$ cat src/rtl/layer_stream_packer_pkg.sv
// Shared definitions for the inter-layer stream packer: FSM encoding,
// default sizes and a width helper.
package layer_stream_packer_pkg;

  // dataWidth and numNeuronLayerN of the producing network
  localparam int DATA_WIDTH_DEF = 16;
  localparam int NUM_WORDS_DEF  = 30;

  typedef enum logic [1:0] {
    ST_IDLE    = 2'd0,
    ST_COLLECT = 2'd1,
    ST_FULL    = 2'd2
  } state_t;

  // Bits needed to index 'value' items, never less than one.
  function automatic int clog2(input int value);
    int width;
    width = 1;
    for (int i = 1; i < 31; i++) begin
      if (int'(32'd1 << i) < value) begin
        width = i + 1;
      end
    end
    return width;
  endfunction

endpackage

$ cat src/rtl/layer_stream_packer_gap_timer.sv
// Saturating idle-cycle counter; pulses o_timeout on the idle cycle that
// brings the count to GAP_TIMEOUT. GAP_TIMEOUT of zero disables the pulse.
module layer_stream_packer_gap_timer
  import layer_stream_packer_pkg::*;
#(
  parameter int GAP_TIMEOUT = 64
) (
  input  logic aclk,
  input  logic reset,
  input  logic i_clr,
  input  logic i_en,
  output logic o_timeout
);

  localparam int              GW      = clog2(GAP_TIMEOUT + 1);
  localparam logic [GW-1:0]   LIM     = GW'(GAP_TIMEOUT);
  localparam logic [GW-1:0]   TMO_AT  = GW'(GAP_TIMEOUT - 1);
  localparam bit              ENABLED = (GAP_TIMEOUT != 32'sd0);

  logic [GW-1:0] r_cnt;

  // idle-cycle counter, cleared by the owner and held at the limit
  always_ff @(posedge aclk) begin
    if (reset) begin
      r_cnt <= '0;
    end else if (i_clr) begin
      r_cnt <= '0;
    end else if (i_en && (r_cnt != LIM)) begin
      r_cnt <= r_cnt + GW'(1);
    end else begin
      r_cnt <= r_cnt;
    end
  end

  assign o_timeout = ENABLED && i_en && (r_cnt == TMO_AT);

endmodule

$ cat src/rtl/layer_stream_packer.sv
// Serial-to-parallel receiver: gathers NUM_WORDS stream words into one packed
// frame with a valid/ready handoff, flagging stalled partial frames and overflow.
module layer_stream_packer
  import layer_stream_packer_pkg::*;
#(
  parameter int DATA_WIDTH  = DATA_WIDTH_DEF,
  parameter int NUM_WORDS   = NUM_WORDS_DEF,
  parameter int GAP_TIMEOUT = 64,
  parameter int CNT_WIDTH   = 16
) (
  input  logic                            aclk,
  input  logic                            reset,
  input  logic [DATA_WIDTH-1:0]           in_data,
  input  logic                            in_valid,
  output logic                            in_ready,
  output logic [NUM_WORDS*DATA_WIDTH-1:0] out_data,
  output logic                            out_valid,
  input  logic                            out_ready,
  input  logic                            err_clr,
  output logic                            frame_err,
  output logic                            ovf_err,
  output logic [CNT_WIDTH-1:0]            frame_cnt
);

  localparam int               IDX_W    = clog2(NUM_WORDS);
  localparam int               FW       = NUM_WORDS * DATA_WIDTH;
  localparam logic [IDX_W-1:0] IDX_LAST = IDX_W'(NUM_WORDS - 1);

  state_t               r_state, w_state_nxt;
  logic [IDX_W-1:0]     r_idx;
  logic [FW-1:0]        r_coll, w_frame, r_out_data;
  logic                 r_out_valid, r_frame_err, r_ovf_err;
  logic [CNT_WIDTH-1:0] r_frame_cnt;
  logic                 w_in_ready, w_in_collect, w_acc, w_free, w_complete;
  logic                 w_load_new, w_full_load, w_handoff, w_timeout;

  assign w_acc       = in_valid & w_in_ready;
  assign w_free      = ~r_out_valid | out_ready;
  assign w_complete  = w_acc & (r_idx == IDX_LAST);
  assign w_load_new  = w_complete & w_free;
  assign w_handoff   = r_out_valid & out_ready;
  assign w_full_load = (r_state == ST_FULL) & w_handoff;

  layer_stream_packer_gap_timer #(.GAP_TIMEOUT(GAP_TIMEOUT)) u_gap_timer (
    .aclk      (aclk),
    .reset     (reset),
    .i_clr     (~w_in_collect | w_acc),
    .i_en      (w_in_collect & ~w_acc),
    .o_timeout (w_timeout)
  );

  // state register
  always_ff @(posedge aclk) begin
    if (reset) begin
      r_state <= ST_IDLE;
    end else begin
      r_state <= w_state_nxt;
    end
  end

  // next-state logic
  always_comb begin
    w_state_nxt = r_state;
    case (r_state)
      ST_IDLE: begin
        if (w_complete)  w_state_nxt = w_free ? ST_IDLE : ST_FULL;
        else if (w_acc)  w_state_nxt = ST_COLLECT;
        else             w_state_nxt = ST_IDLE;
      end
      ST_COLLECT: begin
        if (w_complete)     w_state_nxt = w_free ? ST_IDLE : ST_FULL;
        else if (w_timeout) w_state_nxt = ST_IDLE;
        else                w_state_nxt = ST_COLLECT;
      end
      ST_FULL: begin
        if (w_handoff) w_state_nxt = ST_IDLE;
        else           w_state_nxt = ST_FULL;
      end
      default: w_state_nxt = ST_IDLE;
    endcase
  end

  // state-decoded controls
  always_comb begin
    w_in_ready   = 1'b1;
    w_in_collect = 1'b0;
    case (r_state)
      ST_IDLE:    begin w_in_ready = 1'b1; w_in_collect = 1'b0; end
      ST_COLLECT: begin w_in_ready = 1'b1; w_in_collect = 1'b1; end
      ST_FULL:    begin w_in_ready = 1'b0; w_in_collect = 1'b0; end
      default:    begin w_in_ready = 1'b1; w_in_collect = 1'b0; end
    endcase
  end

  // collector with the incoming word merged into its slot
  always_comb begin
    w_frame = r_coll;
    for (int i = 0; i < NUM_WORDS; i++) begin
      if (w_acc && (r_idx == IDX_W'(i))) w_frame[i*DATA_WIDTH +: DATA_WIDTH] = in_data;
      else                               w_frame[i*DATA_WIDTH +: DATA_WIDTH] = r_coll[i*DATA_WIDTH +: DATA_WIDTH];
    end
  end

  // collector and slot index; slots are overwritten, never cleared
  always_ff @(posedge aclk) begin
    if (reset) begin
      r_coll <= '0;
      r_idx  <= '0;
    end else begin
      r_coll <= w_frame;
      if (w_complete)                   r_idx <= '0;
      else if (w_acc)                   r_idx <= r_idx + IDX_W'(1);
      else if (w_timeout & w_in_collect) r_idx <= '0;
      else                              r_idx <= r_idx;
    end
  end

  // output frame register and handshake
  always_ff @(posedge aclk) begin
    if (reset) begin
      r_out_data  <= '0;
      r_out_valid <= 1'b0;
      r_frame_cnt <= '0;
    end else begin
      if (w_load_new)       r_out_data <= w_frame;
      else if (w_full_load) r_out_data <= r_coll;
      else                  r_out_data <= r_out_data;
      if (w_load_new | w_full_load) r_out_valid <= 1'b1;
      else if (out_ready)           r_out_valid <= 1'b0;
      else                          r_out_valid <= r_out_valid;
      r_frame_cnt <= r_frame_cnt + {{(CNT_WIDTH-1){1'b0}}, w_handoff};
    end
  end

  // sticky error flags; a set event beats a simultaneous clear
  always_ff @(posedge aclk) begin
    if (reset) begin
      r_frame_err <= 1'b0;
      r_ovf_err   <= 1'b0;
    end else begin
      if (w_timeout & w_in_collect) r_frame_err <= 1'b1;
      else if (err_clr)             r_frame_err <= 1'b0;
      else                          r_frame_err <= r_frame_err;
      if ((r_state == ST_FULL) & in_valid) r_ovf_err <= 1'b1;
      else if (err_clr)                    r_ovf_err <= 1'b0;
      else                                 r_ovf_err <= r_ovf_err;
    end
  end

  assign in_ready  = w_in_ready;
  assign out_data  = r_out_data;
  assign out_valid = r_out_valid;
  assign frame_err = r_frame_err;
  assign ovf_err   = r_ovf_err;
  assign frame_cnt = r_frame_cnt;

endmodule
$ cat config.mk
export PLATFORM = sky130hd
export DESIGN_NAME = layer_stream_packer
export DESIGN_NICKNAME = d
export VERILOG_FILES = /design/src/rtl/layer_stream_packer_pkg.sv /design/src/rtl/layer_stream_packer_gap_timer.sv /design/src/rtl/layer_stream_packer.sv
export SDC_FILE = /design/constraint.sdc
export NUM_CORES = 2
export LEC_CHECK = 0
export ABC_AREA = 1
export BUFFER_PORTS_ARGS = -buffer_cell sky130_fd_sc_hd__buf_2
export CAP_MARGIN = 40
export CORE_ASPECT_RATIO = 0.8
export CORE_MARGIN = 3
export CORE_UTILIZATION = 43
export CTS_BUF_LIST = sky130_fd_sc_hd__clkbuf_8
export CTS_CLUSTER_SIZE = 12
export DETAILED_ROUTE_END_ITERATION = 16
export GPL_ROUTABILITY_DRIVEN = 0
export PLACE_DENSITY = 0.66
export SYNTH_ARGS = -nofsm -noshare
export SYNTH_HDL_FRONTEND = slang
export SYNTH_SLANG_ARGS = --single-unit
$ cat constraint.sdc
create_clock -name aclk -period 2.9 [get_ports aclk]
set_clock_uncertainty 0.2 [all_clocks]
set_input_delay 0.435 -clock aclk [delete_from_list [all_inputs] [get_ports aclk]]
set_output_delay 0.435 -clock aclk [all_outputs]
set_load 0.02 [all_outputs]
==> metrics <==
H-tree depth=4; FF+latch count, synth=993; CTS root buffer=clkbuf_8; ranking of synthesized cells by area=dfxtp_1 55%, a21oi_1 11%, nand2_1 8.6%; Synth Net Count=4680; complex-gate fraction of the synthesized area=14.0%; status=finished, final reports clean; antenna viol nets, final=0; sequential area share after synthesis=54.8%; # setup viols final=0; max-cap violations=0; Synth-to-Final Area Change=19.1%; largest family of logic cells by synthesized area=simple AND/OR/NAND/NOR gates; WL/cell=19.3 µm; leakage=between 0.015 and 0.02 µW; Final Cycle Share=90.2%; die width=331 µm; Max clock buf depth=3; DR pass1 iterations=7; synth warn=0; setup repair bufs after CTS=0; insertion delay to the later sink of the worst-skew pair=0.82 ns; worst slew pin tran=1.00 ns; worst path arrival time=3.14 ns; final WL=~120000 µm; post-DR vias/cell=5.26; cell accounting for the most synthesized area=dfxtp_1; Syn Std Cell Area=36200 µm²; global-route wire length before repair=180000 µm; Synth Instances=4650; critical-path maximum fanout=36; Setup CP Type=register to register; Slew headroom=33.3%; Post-Synth Simple-Gate Area=25.1%; CTS tree=yes; Power Density=618 nW/µm²; share of layout cells above drive strength 1=17.5%; CP Data Required Time=3.43 ns; Synth Area in Adders=0.311%; share of the synthesized area in the top cell type=54.8%; DR iter-0 viols=2979; fmax=382 MHz; post-layout minimum cycle time=~2.6 ns; syn avg cell area=7.79 µm²; post-synthesis mux area share=0%; GRT overflow=0; CP Launch Type=register; Clock Sinks=993; core area=82900 µm²; Peak VDD IR=0.321 mV; Final Hold Vio Count=0; hpwl dp=74700 µm; vias in the first global route=approximately 30000; DRC Markers=0; initial cell density of the core=43.7%; die footprint=87800 µm²; RSZ-0062 raised after global routing=false; io pins=approximately 520; nets=approximately 5100; XOR/XNOR share of the synthesized area=less than 1%; Multi-input gate area=14300 µm²; PortBufs=520; Setup TNS=0 ns; CTS buffer count=about 160; sequential cell area=19900 µm²; standard-cell rows=94; total number of vias=around 33000; antenna violations before repair=7; clock slew at reported path FFs=0.06 ns; Slew Limit Fails=0; chip height=266 µm; HP Class=register to register; Overall Power=26700 µW; Tot GR Track Use=26.5%; Unique masters post-synth=33; # fillers=approximately 8000; largest net degree at the start of global routing=195; Crit. End Element=register
-- cell usage after synthesis, drive strengths merged --
| master | n |
|---|---|
| ha | 9 |
| clkbuf | 215 |
| a211oi | 96 |
| nor3b | 1 |
| nand2 | 841 |
| buf | 190 |
| nor3 | 4 |
| nand3 | 572 |
| nor2 | 750 |
| o21ai | 73 |
| xnor2 | 1 |
| xor2 | 3 |
| a21oi | 795 |
| o21a | 1 |
| nand3b | 1 |
| inv | 78 |
| and2 | 17 |
| nand4 | 6 |
| clkinv | 1 |
| o211ai | 1 |
| dfxtp | 993 |
| or2 | 2 |
-- cell type report --
class / count / area share [%]
clock inverter: 82 / 1.10
antenna: 2 / 0.0116
clock buffer: 201 / 6.41
tap: 1104 / 3.20
sequential: 993 / 46.0
inverter: 79 / 0.707
multi-input combinational: 3173 / 33.2
timing repair buffer: 647 / 9.30
-- repair_timing --
action                                  4_1_cts  5_1_grt
endpoints found under the hold margin       197        0
endpoints found under the setup margin        0        0
hold buffers                                 21        0
gates resized for setup                       0        0
-- layout by cell type, fill, tap and decap left out, drive strengths merged, types with 9 or more instances in the layout --
master / instances
a211oi: 96
a21oi: 795
and2: 17
buf: 626
clkbuf: 201
clkinv: 19
dfxtp: 993
dlygate4sd3: 21
ha: 9
inv: 133
nand2: 841
nand3: 572
nor2: 750
o21ai: 73
-- flip-flops by register name, indices dropped and copies added, names as in the netlist --
| name | cells |
|---|---|
| out_data | 480 |
| r_coll | 480 |
| frame_cnt | 16 |
| u_gap_timer.r_cnt | 7 |
| r_idx | 5 |
| r_state | 2 |
| frame_err | 1 |
| out_valid | 1 |
| ovf_err | 1 |
-- power breakdown --
part	internal (µW)	switching, µW
combinational	156	651
sequential	13700	26.5
clock	6510	5630
total	20400	6300
-- cells by family after synthesis --
| family | Yosys count |
|---|---|
| AOI/OAI and AO/OA | 966 |
| xor gates and xnor gates | 4 |
| adders and majority gates | 9 |
| buffers and inverters | 484 |
| DFF | 993 |
| and+or+nand+nor | 2194 |
-- path summary, 6_finish.rpt --
check	startpoint	to	slack, ns	cells after the start
max	r_idx[0]	out_data[420]	0.29	8
min	r_coll[83]	out_data[83]	0.23	2
max reg2reg	r_idx[0]	out_data[420]	0.29	8
min reg2reg	r_coll[83]	out_data[83]	0.23	2
-- metrics by stage --
stage                     cell area [µm²]  cells  utilization (%)  hold slack, ns  setup WS, ns
final                               43200   6281             52.1           0.231         0.286
after floorplan                     36200   4650                -           0.237         0.853
after CTS                           43200   6279             52.1           0.194         0.289
after global routing                43200   6281             52.1           0.272        0.0651
after detailed placement            39700   5975             47.9           0.250         0.313
after global placement              39700   5974             47.9           0.246         0.377
-- worst max-delay path: stages (launching register included) --
cell	delay, ns
dfxtp_1	0.43
ha_1	0.29
nand3_1	0.14
nor2_2	0.26
nand3_4	0.21
nand2_8	0.33
buf_4	0.40
nand2_1	0.09
a21oi_1	0.16
-- routing by layer --
metal	vias to the layer above	share of wire, %	global-route usage [%]
li1	16184	-	-
met4	2	3.1	9.96
met5	-	0.0058	0
met3	197	7.2	5.77
met1	15617	44	36.1
met2	1033	46	41.1
Note: power is estimated with default switching activity, not from simulation.
